$ cat config.mk
export PLATFORM = sky130hd
export DESIGN_NAME = ov7670_fb_writer
export DESIGN_NICKNAME = d
export VERILOG_FILES = /design/src/rtl/ov7670_fb_writer.sv
export SDC_FILE = /design/constraint.sdc
export NUM_CORES = 1
export LEC_CHECK = 0
export BUFFER_PORTS_ARGS = -buffer_cell sky130_fd_sc_hd__buf_2
export CAP_MARGIN = 40
export CORE_ASPECT_RATIO = 0.7
export CORE_MARGIN = 2
export CORE_UTILIZATION = 60
export CTS_BUF_LIST = sky130_fd_sc_hd__clkbuf_4 sky130_fd_sc_hd__clkbuf_8 sky130_fd_sc_hd__clkbuf_16
export CTS_CLUSTER_SIZE = 12
export DETAILED_ROUTE_END_ITERATION = 10
export PLACE_DENSITY = 0.78
export SLEW_MARGIN = 20
export SYNTH_ARGS = -nofsm -noshare
export SYNTH_HDL_FRONTEND = slang
export SYNTH_SLANG_ARGS = --single-unit
$ cat constraint.sdc
create_clock -name clk -period 14.37 [get_ports clk]
set_input_delay 0.7185 -clock clk [delete_from_list [all_inputs] [get_ports clk]]
set_output_delay 0.7185 -clock clk [all_outputs]
set_load 0.03 [all_outputs]
$ cat src/rtl/ov7670_fb_writer.sv
// Camera pixel stream to linear framebuffer writer: synchronises vsync/newPixel,
// generates raster addresses, buffers writes in a small FIFO and drives a req/ack
// memory port. Optional double buffering is enabled with `OV7670_FB_DOUBLE_BUFFER_EN`.
module ov7670_fb_writer #(
  parameter int unsigned WIDTH      = 320,
  parameter int unsigned HEIGHT     = 240,
  parameter int unsigned ADDR_W     = 18,
  parameter int unsigned FIFO_DEPTH = 4
) (
  input  logic              clk,
  input  logic              reset,
  input  logic              vsync,
  input  logic              newPixel,
  input  logic [15:0]       pixelData,
  output logic              memWrReq,
  output logic [ADDR_W-1:0] memWrAddr,
  output logic [15:0]       memWrData,
  input  logic              memWrAck,
  output logic              frameDone,
  output logic              overflow,
  output logic              displayBank
);
  localparam int unsigned NPIX  = WIDTH * HEIGHT;
  localparam int unsigned IDX_W = $clog2(NPIX + 1);
  localparam int unsigned PTR_W = $clog2(FIFO_DEPTH);
  localparam int unsigned ENT_W = 1 + ADDR_W + 16;
  localparam logic [IDX_W-1:0]  NPIX_I = IDX_W'(NPIX);
  localparam logic [IDX_W-1:0]  LAST_I = IDX_W'(NPIX - 1);
  localparam logic [ADDR_W-1:0] NPIX_A = ADDR_W'(NPIX);

  typedef enum logic {S_IDLE, S_WRITE} state_t;

  logic vs_s1_q, vs_s2_q, vs_s3_q, vs_rise_q;
  logic np_s1_q, np_s2_q, np_s3_q, pix_strobe_q;
  logic vs_rise_d, pix_strobe_d;
  logic [15:0] pix_hold_q, pix_hold_d;

  logic armed_q, armed_d, ovf_q, ovf_d;
  logic [IDX_W-1:0] idx_q, idx_d;
  logic bank;

  logic [ENT_W-1:0] fifo_mem_q [FIFO_DEPTH];
  logic [ENT_W-1:0] fifo_mem_d [FIFO_DEPTH];
  logic [PTR_W:0] wr_ptr_q, wr_ptr_d, rd_ptr_q, rd_ptr_d;
  logic full, empty, push, pop;
  logic [ADDR_W-1:0] push_addr;

  state_t state_q, state_d;
  logic req_q, req_d, last_q, last_d;
  logic [ADDR_W-1:0] addr_q, addr_d;
  logic [15:0] data_q, data_d;

`ifdef OV7670_FB_DOUBLE_BUFFER_EN
  logic bank_q, bank_d, disp_bank_q, disp_bank_d;
  assign bank        = bank_q;
  assign displayBank = disp_bank_q;
`else
  assign bank        = 1'b0;
  assign displayBank = 1'b0;
`endif

  assign full  = (wr_ptr_q[PTR_W] != rd_ptr_q[PTR_W]) &&
                 (wr_ptr_q[PTR_W-1:0] == rd_ptr_q[PTR_W-1:0]);
  assign empty = (wr_ptr_q == rd_ptr_q);
  assign push_addr = ADDR_W'(idx_q) + (bank ? NPIX_A : '0);

  // Edge detectors are registered so vsRise/pixStrobe and the captured pixel align.
  always_comb begin
    vs_rise_d    = vs_s2_q & ~vs_s3_q;
    pix_strobe_d = np_s2_q & ~np_s3_q;
    pix_hold_d   = pix_strobe_d ? pixelData : pix_hold_q;
  end

  always_comb begin
    armed_d = armed_q;
    idx_d   = idx_q;
    ovf_d   = ovf_q;
    push    = 1'b0;
`ifdef OV7670_FB_DOUBLE_BUFFER_EN
    bank_d  = bank_q;
`endif
    if (vs_rise_q) begin
      idx_d   = '0;
      ovf_d   = 1'b0;
      armed_d = 1'b1;
`ifdef OV7670_FB_DOUBLE_BUFFER_EN
      if (armed_q) bank_d = ~bank_q;
`endif
    end else if (pix_strobe_q && armed_q && (idx_q < NPIX_I)) begin
      idx_d = idx_q + 1'b1;
      if (full) ovf_d = 1'b1;
      else      push  = 1'b1;
    end
  end

  always_comb begin
    state_d   = state_q;
    req_d     = req_q;
    addr_d    = addr_q;
    data_d    = data_q;
    last_d    = last_q;
    pop       = 1'b0;
    frameDone = 1'b0;
`ifdef OV7670_FB_DOUBLE_BUFFER_EN
    disp_bank_d = disp_bank_q;
`endif
    case (state_q)
      S_IDLE: begin
        if (!empty) begin
          {last_d, addr_d, data_d} = fifo_mem_q[rd_ptr_q[PTR_W-1:0]];
          req_d   = 1'b1;
          pop     = 1'b1;
          state_d = S_WRITE;
        end
      end
      S_WRITE: begin
        if (memWrAck) begin
          req_d     = 1'b0;
          state_d   = S_IDLE;
          frameDone = last_q;
`ifdef OV7670_FB_DOUBLE_BUFFER_EN
          if (last_q) disp_bank_d = (addr_q >= NPIX_A);
`endif
        end
      end
      default: state_d = S_IDLE;
    endcase
  end

  always_comb begin
    fifo_mem_d = fifo_mem_q;
    wr_ptr_d   = wr_ptr_q;
    rd_ptr_d   = rd_ptr_q;
    if (push) begin
      fifo_mem_d[wr_ptr_q[PTR_W-1:0]] = {(idx_q == LAST_I), push_addr, pix_hold_q};
      wr_ptr_d = wr_ptr_q + 1'b1;
    end
    if (pop) rd_ptr_d = rd_ptr_q + 1'b1;
  end

  always_ff @(posedge clk or posedge reset) begin
    if (reset) begin
      {vs_s1_q, vs_s2_q, vs_s3_q, vs_rise_q}        <= '0;
      {np_s1_q, np_s2_q, np_s3_q, pix_strobe_q}     <= '0;
      pix_hold_q <= '0;
      armed_q    <= 1'b0;
      idx_q      <= '0;
      ovf_q      <= 1'b0;
      for (int unsigned i = 0; i < FIFO_DEPTH; i++) fifo_mem_q[i] <= '0;
      wr_ptr_q   <= '0;
      rd_ptr_q   <= '0;
      state_q    <= S_IDLE;
      req_q      <= 1'b0;
      addr_q     <= '0;
      data_q     <= '0;
      last_q     <= 1'b0;
`ifdef OV7670_FB_DOUBLE_BUFFER_EN
      bank_q      <= 1'b0;
      disp_bank_q <= 1'b0;
`endif
    end else begin
      vs_s1_q      <= vsync;
      vs_s2_q      <= vs_s1_q;
      vs_s3_q      <= vs_s2_q;
      vs_rise_q    <= vs_rise_d;
      np_s1_q      <= newPixel;
      np_s2_q      <= np_s1_q;
      np_s3_q      <= np_s2_q;
      pix_strobe_q <= pix_strobe_d;
      pix_hold_q   <= pix_hold_d;
      armed_q      <= armed_d;
      idx_q        <= idx_d;
      ovf_q        <= ovf_d;
      fifo_mem_q   <= fifo_mem_d;
      wr_ptr_q     <= wr_ptr_d;
      rd_ptr_q     <= rd_ptr_d;
      state_q      <= state_d;
      req_q        <= req_d;
      addr_q       <= addr_d;
      data_q       <= data_d;
      last_q       <= last_d;
`ifdef OV7670_FB_DOUBLE_BUFFER_EN
      bank_q      <= bank_d;
      disp_bank_q <= disp_bank_d;
`endif
    end
  end

  assign memWrReq  = req_q;
  assign memWrAddr = addr_q;
  assign memWrData = data_q;
  assign overflow  = ovf_q;
endmodule

==> run metrics <==
status=finished clean; Pre-antenna DRT Iters=4; DP Wirelength=11.29 mm; Fmax=0.3608 GHz; overall power=2.060 mW; # rows=39; buffer depth of the longest clock path=3; commonest non-fill, non-tap cell in the layout=dfrtp_1; H-tree Lvls=1; Inst Count DP=851; die area=17630 um^2; Ant. Diodes=0; Hold Path Class=in -> async; # IOs=59; CP Max Fanout=20; share of cells above drive strength 1=50.46%; power per cell area=186.3 nW/um^2; routed vias/inst=5.879; Post-CTS Repair Setup Buffers=0; CP cell instances=o21ai_0 > o2111a_1 > nand4b_4 > buf_12 > mux2_4; CP Class=reg -> reg; crit path time final=2772 ps; CTS buffer count=22; clk sinks=221; Buffers on Ports=56; syn avg cell area=16.73 um^2; delay-heaviest family, CP=compound AO/OA/AOI/OAI gates; Worst path slowest cell=nand4b_4; post_cts resized=0; RD Place Congestion=0.7944; CTS hold repair buffers=0; cell leakage power=5.458 nW; clock power share=25.0%; final cycle utilization of the critical path=19.29%; core area=16250 um^2; fin nets=677; Detailed Route Iter0 Violations=273; gr usage total=21.92%; fillers=1066; synthesis-to-finish area growth=11.25%; combinational power share=32.8%; DRT Wirelength=18.10 mm; Starting Density=61.17%; register bit total from synthesis=221; crit path DAT=3150 ps; max incr delay on CP=640 ps; clock skew=10.31 ps; Die Y=111.7 um; DR vias=5168; vias in the first global route=5538; Setup Viol. Count Final=0; total negative setup slack=0 ps; Int Power=1.439 mW; Post-Syn Area=9940 um^2; initial antenna violation count=0; Slew Limit Fails=0; sequential share of the synthesized area=55.64%; area of the multi-input gates=4126 um^2; final non-filler cell total=879; largest net degree at the start of global routing=81; Synth cell types=39; clock latency on the worst-skew pair=500 ps; drt wl/cell=20.59 um; Startpoint Class=flop; Flop pwr share=42.2%; die width=157.8 um; Syn Inst Count=594; sw power=621.2 uW; first-pass GRT wire length=30.22 mm; Slew HR=48.97%; Antenna Nets Post-Route=0; Final Hold Vio Count=0; clock-pin transition on the worst setup and hold timing paths=60 ps; Final Util=68.05%; CP bufs+invs=1; VDD IR-drop max=115.6 uV; Yosys warning count=0; Max Cap Violations=0; RSZ-0062 raised after global routing=no; Overflow after GRT=0; Sequential Area=5532 um^2; final setup margin=11600 ps; post-route DRC violation count=0; crit path capture type=flop; Net Sw Frac=30.16%; worst path required time=14750 ps; most frequent cells in the layout=dfrtp_1, mux2_4, mux2_2, buf_2, mux4_2; CTS tree=yes; dpl ws=11620 ps; actual slew at the worst max-slew pin=765.4 ps; root buf cell=clkbuf_16
-- layer usage --
metal / vias up / part of all wire [%] / GRT usage [%]
met5: - / 0 / 0
met4: 0 / 1.7 / 4.182
met3: 27 / 3.7 / 3.348
met2: 113 / 48 / 34.49
met1: 2748 / 47 / 33.20
li1: 2280 / - / -
-- path summary, 6_finish.rpt --
kind	startpoint	cells after the start	slack (ps)	end
worst max-delay path	idx_q[14]	5	11600	fifo_mem_q[18]
worst min-delay path	reset	2	220	memWrData[11]
worst max register to register	idx_q[14]	5	11600	fifo_mem_q[18]
worst min register to register	np_s1_q	0	360	np_s2_q
max in group asynchronous	reset	5	12720	fifo_mem_q[136]
min in group clk	vsync	1	330	vs_s1_q
-- stage by stage --
stage / area [um^2] / hold slack, ps
after floorplan: 9943 / 331.2
after global placement: 10280 / 332.0
after detailed placement: 10440 / 349.0
after CTS: 11060 / 227.0
after global routing: 11060 / 246.7
final: 11060 / 222.4
-- final cells by class --
cell class                 count  share of cell area (%)
sequential                   221                   50.02
clock buffer                  27                   5.533
clock inverter                 1                 0.04526
multi-input combinational    332                   37.32
tap                          225                   2.546
inverter                       5                  0.2376
timing repair buffer          68                   4.300
-- cells by family (layout without fill, tap and decap cells) --
| family | after synthesis | after routing | share of synthesized area, % |
|---|---|---|---|
| multiplexers | 222 | 222 | 33.50 |
| flip-flops | 221 | 221 | 55.64 |
| AND/OR/NAND/NOR | 56 | 56 | 4.053 |
| buffers and inverters | 42 | 101 | 2.996 |
| AO/OA/AOI/OAI | 38 | 38 | 2.316 |
| XOR/XNOR | 8 | 8 | 0.7050 |
| adder cells (fa/ha/maj) | 6 | 6 | 0.7553 |
| other | 1 | 2 | 0.03773 |
-- cells in the mapped netlist --
| cell | count | share of area [%] |
|---|---|---|
| nor3_1 | 1 | 0.050 |
| mux2_4 | 119 | 18 |
| nand4_1 | 3 | 0.19 |
| nand3b_2 | 1 | 0.11 |
| a31oi_2 | 1 | 0.13 |
| o21a_1 | 1 | 0.076 |
| nor2_1 | 4 | 0.15 |
| or3_1 | 9 | 0.57 |
| buf_2 | 7 | 0.35 |
| o31ai_1 | 4 | 0.30 |
| nand2b_1 | 2 | 0.13 |
| o21ba_2 | 2 | 0.20 |
| buf_6 | 16 | 1.8 |
| o2111a_1 | 1 | 0.11 |
| mux2_2 | 69 | 7.8 |
| mux4_2 | 34 | 7.7 |
| dfrtp_1 | 221 | 56 |
| buf_1 | 1 | 0.038 |
| and4_1 | 1 | 0.088 |
| buf_4 | 3 | 0.23 |
| xor2_1 | 1 | 0.088 |
| inv_1 | 5 | 0.19 |
| ha_1 | 6 | 0.76 |
| nor2b_1 | 2 | 0.13 |
| conb_1 | 1 | 0.038 |
| nand3_1 | 6 | 0.30 |
| or4_1 | 5 | 0.38 |
| a21oi_1 | 17 | 0.86 |
| nor4_1 | 1 | 0.063 |
| nand3b_1 | 2 | 0.15 |
| clkbuf_1 | 10 | 0.38 |
| nand2_1 | 8 | 0.30 |
| o2111ai_1 | 1 | 0.088 |
| nand4b_4 | 4 | 0.96 |
| xnor2_1 | 7 | 0.62 |
| or2_2 | 1 | 0.063 |
| and3_1 | 5 | 0.31 |
| nand4bb_1 | 1 | 0.11 |
| o21ai_0 | 11 | 0.55 |
-- power by group through the flow --
stage	clock network [mW]	registers (mW)	logic, mW
CTS	0.526	0.869	0.685
global route	0.555	0.887	0.720
finish	0.515	0.870	0.675
global placement	0	0.864	0.655
detailed placement	0	0.877	0.681
floorplan	0	0.901	0.511
-- state kept, by name (all words and copies together), names as in the netlist, 3 cells and up --
name / count
fifo_mem_q: 136
memWrAddr: 17
memWrData: 16
idx_q: 17
wr_ptr_q: 3
pix_hold_q: 16
rd_ptr_q: 3
Note: power is estimated with default switching activity, not from simulation.
